### src/rtl/codec_cfg_pkg.sv
// Shared types and constants for the codec configuration scheduler: FSM states,
// requester ids, arbitration modes and the WM8731 device address.
package codec_cfg_pkg;

  typedef enum logic [2:0] {
    ST_IDLE,
    ST_LOAD,
    ST_START,
    ST_WAIT,
    ST_DONE
  } state_t;

  typedef enum logic {
    REQ0 = 1'b0,
    REQ1 = 1'b1
  } req_id_t;

  localparam logic [7:0] WM8731_DEV_ADDR = 8'h34;

  localparam int ARB_FIXED = 0;
  localparam int ARB_RR    = 1;

endpackage

### src/rtl/cfg_rr_arbiter.sv
// Two-way request arbiter: fixed priority (req0 wins) or round-robin, where the
// tie-break pointer flips on every grant and a lone requester always wins.
module cfg_rr_arbiter
  import codec_cfg_pkg::*;
#(
  parameter int ARB_MODE = ARB_FIXED
) (
  input  logic    i_clk,
  input  logic    i_rst_n,
  input  logic    req0_valid,
  input  logic    req1_valid,
  input  logic    advance,
  output logic    grant_valid,
  output req_id_t grant_id
);

  req_id_t rr_ptr;

  always_comb begin
    grant_valid = req0_valid | req1_valid;
    grant_id    = REQ0;
    if (ARB_MODE == ARB_RR) begin
      if (req0_valid && req1_valid) begin
        grant_id = rr_ptr;
      end else if (req1_valid) begin
        grant_id = REQ1;
      end
    end else begin
      if (!req0_valid && req1_valid) begin
        grant_id = REQ1;
      end
    end
  end

  // Pointer only moves when a grant is actually taken by the scheduler.
  always_ff @(posedge i_clk or negedge i_rst_n) begin
    if (!i_rst_n) begin
      rr_ptr <= REQ0;
    end else if ((ARB_MODE == ARB_RR) && advance) begin
      rr_ptr <= (rr_ptr == REQ0) ? REQ1 : REQ0;
    end
  end

endmodule

### src/rtl/codec_cfg_scheduler.sv
// Shares one I2C write engine between the init sequencer (req0) and runtime control (req1).
// Optional WAIT watchdog and sticky o_err enabled by defining CODEC_CFG_TIMEOUT_EN.
module codec_cfg_scheduler
  import codec_cfg_pkg::*;
#(
  parameter int DATA_W         = 24,
  parameter int ARB_MODE       = ARB_FIXED,
  parameter int TIMEOUT_CYCLES = 4096
) (
  input  logic              i_clk,
  input  logic              i_rst_n,
  input  logic              i_req0_valid,
  input  logic [DATA_W-1:0] i_req0_data,
  output logic              o_req0_ack,
  output logic              o_req0_done,
  input  logic              i_req1_valid,
  input  logic [DATA_W-1:0] i_req1_data,
  output logic              o_req1_ack,
  output logic              o_req1_done,
  output logic [DATA_W-1:0] o_i2c_data,
  output logic              o_i2c_start,
  input  logic              i_i2c_finished,
  output logic              o_busy,
  output logic              o_err
);

  state_t      state;
  state_t      state_nxt;
  req_id_t     owner;
  logic        grant_valid;
  req_id_t     grant_id;
  logic        grant_take;
  logic        timeout_hit;

  cfg_rr_arbiter #(
    .ARB_MODE (ARB_MODE)
  ) u_arb (
    .i_clk       (i_clk),
    .i_rst_n     (i_rst_n),
    .req0_valid  (i_req0_valid),
    .req1_valid  (i_req1_valid),
    .advance     (grant_take),
    .grant_valid (grant_valid),
    .grant_id    (grant_id)
  );

  // Reset is folded in so no ack can leak out while the block is held in reset.
  assign grant_take = (state == ST_IDLE) && grant_valid && i_rst_n;

  always_comb begin
    state_nxt = state;
    unique case (state)
      ST_IDLE:  if (grant_take) state_nxt = ST_LOAD;
      ST_LOAD:  state_nxt = ST_START;
      ST_START: state_nxt = ST_WAIT;
      ST_WAIT:  if (i_i2c_finished || timeout_hit) state_nxt = ST_DONE;
      ST_DONE:  state_nxt = ST_IDLE;
      default:  state_nxt = ST_IDLE;
    endcase
  end

  always_ff @(posedge i_clk or negedge i_rst_n) begin
    if (!i_rst_n) begin
      state      <= ST_IDLE;
      owner      <= REQ0;
      o_i2c_data <= '0;
    end else begin
      state <= state_nxt;
      if (grant_take) begin
        owner      <= grant_id;
        o_i2c_data <= (grant_id == REQ1) ? i_req1_data : i_req0_data;
      end
    end
  end

  assign o_req0_ack  = grant_take && (grant_id == REQ0);
  assign o_req1_ack  = grant_take && (grant_id == REQ1);
  assign o_req0_done = (state == ST_DONE) && (owner == REQ0);
  assign o_req1_done = (state == ST_DONE) && (owner == REQ1);
  assign o_i2c_start = (state == ST_START);
  assign o_busy      = (state != ST_IDLE);

`ifdef CODEC_CFG_TIMEOUT_EN
  localparam int CNT_W = (TIMEOUT_CYCLES > 2) ? $clog2(TIMEOUT_CYCLES) : 1;
  localparam logic [CNT_W-1:0] CNT_LIMIT = CNT_W'(TIMEOUT_CYCLES - 1);

  logic [CNT_W-1:0] wait_cnt;
  logic             err_q;

  // A finished pulse on the limit cycle wins over the timeout.
  assign timeout_hit = (state == ST_WAIT) && !i_i2c_finished && (wait_cnt == CNT_LIMIT);

  always_ff @(posedge i_clk or negedge i_rst_n) begin
    if (!i_rst_n) begin
      wait_cnt <= '0;
      err_q    <= 1'b0;
    end else begin
      if ((state == ST_WAIT) && (state_nxt == ST_WAIT)) begin
        wait_cnt <= wait_cnt + 1'b1;
      end else begin
        wait_cnt <= '0;
      end
      if (timeout_hit) begin
        err_q <= 1'b1;
      end
    end
  end

  assign o_err = err_q;
`else
  assign timeout_hit = 1'b0;
  assign o_err       = 1'b0;
`endif

endmodule

### config.mk
export PLATFORM = sky130hd
export DESIGN_NAME = codec_cfg_scheduler
export DESIGN_NICKNAME = d
export VERILOG_FILES = /design/src/rtl/codec_cfg_pkg.sv /design/src/rtl/cfg_rr_arbiter.sv /design/src/rtl/codec_cfg_scheduler.sv
export SDC_FILE = /design/constraint.sdc
export NUM_CORES = 1
export LEC_CHECK = 0
export CAP_MARGIN = 30
export CELL_PAD_IN_SITES_DETAIL_PLACEMENT = 1
export CELL_PAD_IN_SITES_GLOBAL_PLACEMENT = 2
export CORE_ASPECT_RATIO = 0.8
export CORE_MARGIN = 5
export CORE_UTILIZATION = 34
export DETAILED_ROUTE_END_ITERATION = 10
export DONT_BUFFER_PORTS = 1
export PLACE_DENSITY_LB_ADDON = 0.1
export SLEW_MARGIN = 10
export SYNTH_ARGS = -nofsm -noshare
export SYNTH_HDL_FRONTEND = slang
export SYNTH_HIERARCHICAL = 1
export SYNTH_SLANG_ARGS = --single-unit
### constraint.sdc
create_clock -name i_clk -period 1.7 [get_ports i_clk]
set_clock_uncertainty 0.05 [all_clocks]
set_input_delay 0.255 -clock i_clk [delete_from_list [all_inputs] [get_ports i_clk]]
set_output_delay 0.255 -clock i_clk [all_outputs]
set_load 0.01 [all_outputs]
## Word-level counts from Yosys, hierarchy flattened

Index checks and enable logic that the tools add are counted.

| storage, ports and cells | value |
|---|---|
| bits in registers | 28 |
| output and inout port bits | 31 |

| operators by class | value |
|---|---|
| bitwise logic cells | 3 |
| reductions and logical operators | 11 |
| equality and inequality tests | 6 |
| multiplexer cells | 5 |

Operator list:

| operator | number |
|---|---|
| $mux W24 | 1 |
| $pmux W3 S4 | 1 |
| $logic_and A1 B1 Y1 | 7 |
| $eq A3 B2 Y1 const B | 2 |
| $mux W3 | 2 |
| $ne A2 B2 Y1 const B | 2 |
| $eq A3 B1 Y1 const B | 1 |
| $eq A3 B3 Y1 const B | 1 |
| $logic_not A3 Y1 | 1 |
| $reduce_bool A3 Y1 | 1 |
| $not A1 Y1 | 2 |
| $reduce_and A2 Y1 | 1 |
| $logic_not A1 Y1 | 1 |
| $mux W1 | 1 |
| $or A1 B1 Y1 | 1 |

## Longest topological paths before layout

Gate-level depths: netlist of the first run.

| depth | value |
|---|---|
| depth after elaboration | 5 |
| depth in mapped cells | 5 |
| depth with buffers taken out | 4 |

## Modules after synthesis

The synthesis of the first run kept the hierarchy.

By module, submodules not included:

| module | sequential area each (um2) | cells each | area an instance (um2) | instances |
|---|---|---|---|---|
| codec_cfg_scheduler | 700.7 | 101 | 1519.0 | 1 |
| cfg_rr_arbiter | 0.0 | 2 | 12.5 | 1 |

## Least setup slack after synthesis of the first run

OpenSTA, ideal clock, no wires.

| path | value |
|---|---|
| path kind | reg-to-output |
| from | register state[2] |
| to | output o_req1_ack |
| stages on the path, launching flop included | 5 |
| arrival | 1.382 ns |
| slack | 0.013 ns |
| required time | 1.395 ns |
| path through | dfrtp_1 or3_4 nor2_8 buf_12 and2_1 |

| between the ends | value |
|---|---|
| word-level cells in the longest chain between the ends | 4 |

Ends and longest elaborated chain:

| what | line | source |
|---|---|---|
| from (decl) | codec_cfg_scheduler.sv:27 | `state_t state;` |
| from (signal assigned) | codec_cfg_scheduler.sv:68 | `state <= state_nxt;` |
| $logic_not A3 Y1 | codec_cfg_scheduler.sv:48 | `assign grant_take = (state == ST_IDLE) && grant_valid && i_rst_n;` |
| $logic_and A1 B1 Y1 (2 in series) | codec_cfg_scheduler.sv:48 |  |
| named net grant_take | codec_cfg_scheduler.sv:32 | `logic grant_take;` |
| $logic_and A1 B1 Y1 | codec_cfg_scheduler.sv:77 | `assign o_req1_ack = grant_take && (grant_id == REQ1);` |
| to (decl) | codec_cfg_scheduler.sv:18 | `output logic o_req1_ack,` |

The timed path passes the listed nets, and every way through them passes these cells.

## Final worst setup path of the first run

| path | value |
|---|---|
| from | register state[2] |
| to | output o_req1_ack |

| between the ends | value |
|---|---|
| word-level cells in the longest chain between the ends | 4 |

Ends and longest elaborated chain:

| what | line |
|---|---|
| $logic_not A3 Y1 | codec_cfg_scheduler.sv:48 |
| $logic_and A1 B1 Y1 (2 in series) | codec_cfg_scheduler.sv:48 |
| $logic_and A1 B1 Y1 | codec_cfg_scheduler.sv:77 |

No other way between the ends.

==> impl_metrics.tcl, run 1 <==
set metrics [dict create \
    worst_ep_required_time_ns 1.39 \
    groute.usage.overall 0.110 \
    final_hold_viol_count 0 \
    min_period_ns 1.78 \
    crit_path_end_kind "output pin" \
    cts_tree "done" \
    die-area_um2 5960 \
    yosysWarningCount 6 \
    final_cells 172 \
    leakagePower_nw 0.779 \
    dieHeight_um 70.0 \
    min_from "i_i2c_finished" \
    arrival_ns 1.48 \
    yosysUniqueCellTypes 21 \
    synth_cells 103 \
    synth-seq-area-share 0.458 \
    dieWidth_um 85.0 \
    initial_core_util 0.360 \
    clock_path_buffers 2 \
    r2r-end "o_i2c_data[21]" \
    maxCapViolCount 0 \
    setup_slack_ns -0.0811 \
    io_buffer_count 0 \
    cts_buffers 3 \
    path_cells "or3_4 > nor2_8 > buf_12 > and2_4" \
    critPathSlowestCell "or3_4" \
    placed_cells 161 \
    rsz0062_at_grt "yes" \
    reg2reg_depth 5 \
    drt_wl_total_um 3230 \
    timing.rr.start "state[2]" \
    syn_to_final_growth_pct 15.8 \
    netlist_area_um2 1530 \
    crit_end "o_req1_ack" \
    syn-num-nets 156 \
    grt_max_degree 29 \
    fillCellCount 445 \
    htreeDepth 1 \
    drt-initial-drc-count 11 \
    wire_per_inst_um 18.8 \
    outcome "complete, but fails checks" \
    drive_above_1_share 0.635 \
    worstSetupPathType "register to output pin" \
    slew_viol_final 0 \
    root_buffer "clkbuf_8" \
    globalRouteOverflowTotal 0 \
    final_core_util 0.417 \
    place_congestion 0.664 \
    first_pass_iters 2 \
    pin_count 84 \
    power.total_mw 2.85 \
    core_um2 4260 \
    pwr_density_cell_nw_per_um2 1610 \
    grt_pass1_vias 1002 \
    clock_latency_ns 0.27 \
    max_freq_ghz 0.561 \
    dp_slack_ns 0.0426 \
    fin_crit_sh 1.05 \
    setup_tns_ns -0.124 \
    crit_fanout 3 \
    postRouteAntennaNets 0 \
    max_stage_delay_ns 0.45 \
    vias_per_cell 5.07 \
    violations "negative setup slack" \
    final_nets 169 \
    grt_pass1_wl_um 5220 \
    ir_worst_vdd_mv 0.555 \
    multi_input_area_um2 751 \
    clkSlewWorstSetupHoldPaths_ns 0.09 \
    start_kind "register" \
    antenna_found_initial 0 \
    vias 872 \
    crit_path_start "state[2]" \
    rrSetupSlack_ns 0 \
    drc 0 \
    synth_area_per_cell_um2 14.9 \
    min-delay-path-class "primary input to register" \
    placementRows 21 \
    seq_area_um2 701 \
    cts_sinks 28 \
    diodes 0 \
    ys_seq_elements 28 \
    setup_viol 3 \
    dp_hpwl_um 2450 \
]
## metrics by stage
step | instance area, µm² | hold WS, ns
finish | 1770 | 0.176
global route | 1770 | 0.174
CTS | 1740 | 0.171
detailed placement | 1610 | -0.0897
global placement | 1610 | -0.0897
floorplan | 1530 | -0.0906
## synthesized netlist by cell type, drive strengths merged
cell type / count / share of area
a21oi: 1 / 0.0033
and2: 1 / 0.0041
and2b: 2 / 0.011
and3: 2 / 0.0090
buf: 6 / 0.053
conb: 1 / 0.0024
dfrtp: 28 / 0.46
inv: 1 / 0.0024
mux2: 49 / 0.40
nand2: 2 / 0.0049
nor2: 3 / 0.018
nor2b: 1 / 0.0041
nor3: 3 / 0.0098
o22ai: 1 / 0.0041
or2: 1 / 0.0041
or3: 1 / 0.0074
## cells by family (layout without fill, tap and decap cells)
family | after synthesis | count (layout) | share of synthesized area
buf+inv | 7 | 19 | 0.0556
compound gates | 2 | 2 | 0.00735
mux | 49 | 49 | 0.404
other cells | 1 | 1 | 0.00245
simple gates | 16 | 16 | 0.0727
flops | 28 | 28 | 0.458
## flip-flops by register name, indices dropped and copies added (netlist names)
| name | count |
|---|---|
| state | 3 |
| o_i2c_data | 24 |
| owner | 1 |
## area by class of cell
type                       count  share of cell area
sequential                    28               0.395
inverter                       1             0.00212
clock buffer                   3              0.0233
timing repair buffer          14              0.0988
tap                           57              0.0402
clock inverter                 1              0.0169
multi-input combinational     68               0.423
## power by group
part / internal, mW / total [mW] / switching [mW]
logic: 0.636 / 0.940 / 0.304
registers: 0.998 / 1.39 / 0.387
clock network: 0.315 / 0.524 / 0.209
total: 1.95 / 2.85 / 0.900
## placed cells by master (no fill, tap or decap)
cell           count
a21oi_1            1
and2_4             1
and2b_2            2
and3_1             1
and3_2             1
buf_12             4
buf_4              8
bufinv_16          1
clkbuf_16          1
clkbuf_8           3
conb_1             1
dfrtp_1           28
dlygate4sd3_1      1
inv_1              1
mux2_2            31
mux2_4            18
nand2_1            2
nor2_1             2
nor2_8             1
nor2b_2            1
nor3_1             3
o22ai_1            1
or2_1              1
or3_4              1
## critical path, delay by kind of cell (launching register included)
| family | cells | cell delay, ns |
|---|---|---|
| simple gates | 3 | 0.71 |
| flops | 1 | 0.39 |
| buf+inv | 1 | 0.11 |
## worst min path at each step
stage,end,slack (ns),cells after the start
after floorplan,o_i2c_data[0],-0.09,0
final,state[1],0.18,2
after global routing,state[1],0.17,2
after CTS,state[1],0.17,2
after detailed placement,state[1],-0.09,0
after global placement,state[1],-0.09,0
## layer usage
metal  part of all wire  up-vias  track usage
li1                   -      384            -
met1               0.37      435        0.116
met2               0.51       51        0.194
met3               0.11        2       0.0611
met4             0.0053        0       0.0211
met5                  0        -            0
## timing repair
item                                   CTS  global route
setup buffers                            3             1
gates resized for setup                  1             0
pin swaps                                2             1
hold buffers                             2             0
endpoints found under the hold margin   28             0
gates cloned                             0             1
setup endpoints to repair                2            27
Power figures use the tool's default switching activity.
==> run 2, diff against run 1 <==
==> constraint.sdc (replaced) <==
create_clock -name i_clk -period 1.7 [get_ports i_clk]
set_clock_uncertainty 0.05 [all_clocks]
set_input_delay 0.51 -clock i_clk [delete_from_list [all_inputs] [get_ports i_clk]]
set_output_delay 0.51 -clock i_clk [all_outputs]
set_load 0.01 [all_outputs]
==> run 2 against run 1 <==
The flow still finishes with violations (negative setup slack). Largest cell class unchanged. Non-clock buffer count up 5. Clock power down 23%. Final cell count up 2.9%. Global-route usage about the same. Highest routed layer unchanged. Worst setup slack worse by 0.16 ns.
==> impl_metrics.tcl, run 2 (synthesized netlist as in run 1, its figures left out) <==
set metrics [dict create \
    final_common_cell "dfrtp_1" \
    crit_fanout 3 \
    rsz0062_at_grt "yes" \
    timing.rr.start "state[0]" \
    maxCapViolCount 0 \
    rrSetupSlack_ns -0.13 \
    dieHeight_um 70.0 \
    multi_input_area_um2 821 \
    cts_tree "done" \
    vias_per_cell 4.95 \
    final_nets 174 \
    dp_hpwl_um 2550 \
    arrival_ns 1.38 \
    min-delay-path-class "primary input to register" \
    leakagePower_nw 0.825 \
    first_pass_iters 3 \
    dieWidth_um 85.0 \
    initial_core_util 0.360 \
    setup_viol 30 \
    start_kind "register" \
    largest_register_ff_count 24 \
    diodes 0 \
    gr-usage-met1 0.134 \
    max_freq_ghz 0.516 \
    clock_latency_ns 0.26 \
    use_met2 0.184 \
    pin_count 84 \
    postRouteAntennaNets 0 \
    drive_above_1_share 0.700 \
    worst_ep_required_time_ns 1.14 \
    regMostFlops "o_i2c_data" \
    htreeDepth 1 \
    final_hold_viol_count 0 \
    reg2reg_depth 7 \
    place_congestion 0.674 \
    grt_pass1_vias 991 \
    r2r-end "o_i2c_data[22]" \
    outcome "complete, but fails checks" \
    io_buffer_count 0 \
    antenna_found_initial 0 \
    globalRouteOverflowTotal 0 \
    drc 0 \
    ir_worst_vdd_mv 0.501 \
    drt_wl_total_um 3450 \
    root_buffer "clkbuf_8" \
    groute.usage.overall 0.110 \
    grt-busiest-layer "met2" \
    grt_pass1_wl_um 5200 \
    core_um2 4260 \
    worstSetupPathType "register to output pin" \
    die-area_um2 5960 \
    hold_depth 2 \
    fin_crit_sh 1.14 \
    final_cell_mix "dfrtp_1 (28), mux2_4 (25), mux2_2 (24), buf_4 (8)" \
    fillCellCount 433 \
    use_met3 0.0482 \
    min_from "i_i2c_finished" \
    slew_viol_final 0 \
    hold_slack_ns 0.429 \
    min_period_ns 1.94 \
    wire_per_inst_um 19.5 \
    clkSlewWorstSetupHoldPaths_ns 0.09 \
    pwr_density_cell_nw_per_um2 1570 \
    violations "negative setup slack" \
    cts_buffers 3 \
    drt-initial-drc-count 9 \
    clock_path_buffers 2 \
    placed_cells 165 \
    vias 876 \
    cts_sinks 28 \
    final_cells 177 \
    grt_max_degree 29 \
    seq_area_um2 701 \
    crit_path_end_kind "output pin" \
    syn_to_final_growth_pct 23.0 \
    placementRows 21 \
    holdPathEnd "state[1]" \
    setup_tns_ns -2.60 \
    setup_slack_ns -0.238 \
    power.total_mw 2.96 \
    largestRegisters "o_i2c_data (24), state (3), owner (1)" \
    final_core_util 0.442 \
]
run 2: cell count changes in the layout (fill, tap and decap cells not counted), moves of 3 or more:
cell / change
mux2_2: -7
mux2_4: +7
buf_8: +4
buf_6: +3
run 2: per-stage QoR:
stage                     setup WS, ns  cell area, µm²
after floorplan                 -0.176            1530
after global placement         -0.0596            1610
after detailed placement       -0.0688            1610
after CTS                       -0.253            1810
after global routing            -0.311            1880
final                           -0.238            1880
run 2: worst max-delay path, cell delays in order (launching register included):
cell     delay (ns)
dfrtp_1        0.39
or3_4          0.44
nor2_8         0.11
and2_4         0.17
run 2: what timing repair did:
item / CTS / global route
buffers inserted: 4 / 3
pin swaps: 6 / 3
hold endpoints to repair: 28 / 0
hold buffers: 2 / 0
setup endpoints to repair: 13 / 31
gates resized for setup: 14 / 19
gates cloned: 1 / 0
run 2: cell type report:
cell class | count | area share
Clock buffer | 4 | 0.0292
Inverter | 1 | 0.00199
Multi-Input combinational cell | 68 | 0.436
Sequential cell | 28 | 0.372
Tap cell | 57 | 0.0379
Timing Repair Buffer | 19 | 0.123
run 2: worst max path at each step:
stage / startpoint / to / slack [ns] / depth (start not counted)
final: state[0] / o_req1_ack / -0.24 / 3
after floorplan: state[1] / o_req1_ack / -0.18 / 4
after detailed placement: state[1] / o_req0_ack / -0.07 / 3
after CTS: state[0] / o_req0_ack / -0.25 / 3
after global routing: state[0] / o_req1_ack / -0.31 / 3
after global placement: state[1] / o_req0_ack / -0.06 / 3
run 2: power by group:
part | internal, mW | total [mW] | switching, mW
clock | 0.207 | 0.402 | 0.195
sequential | 0.998 | 1.39 | 0.391
combinational | 0.780 | 1.17 | 0.389
total | 1.98 | 2.96 | 0.974
run 2: routing by layer:
layer  routed length [µm]  up-vias
li1                     -      396
met3                  288        2
met1                 1460      435
met5                    0        -
met2                 1680       43
met4                   20        0
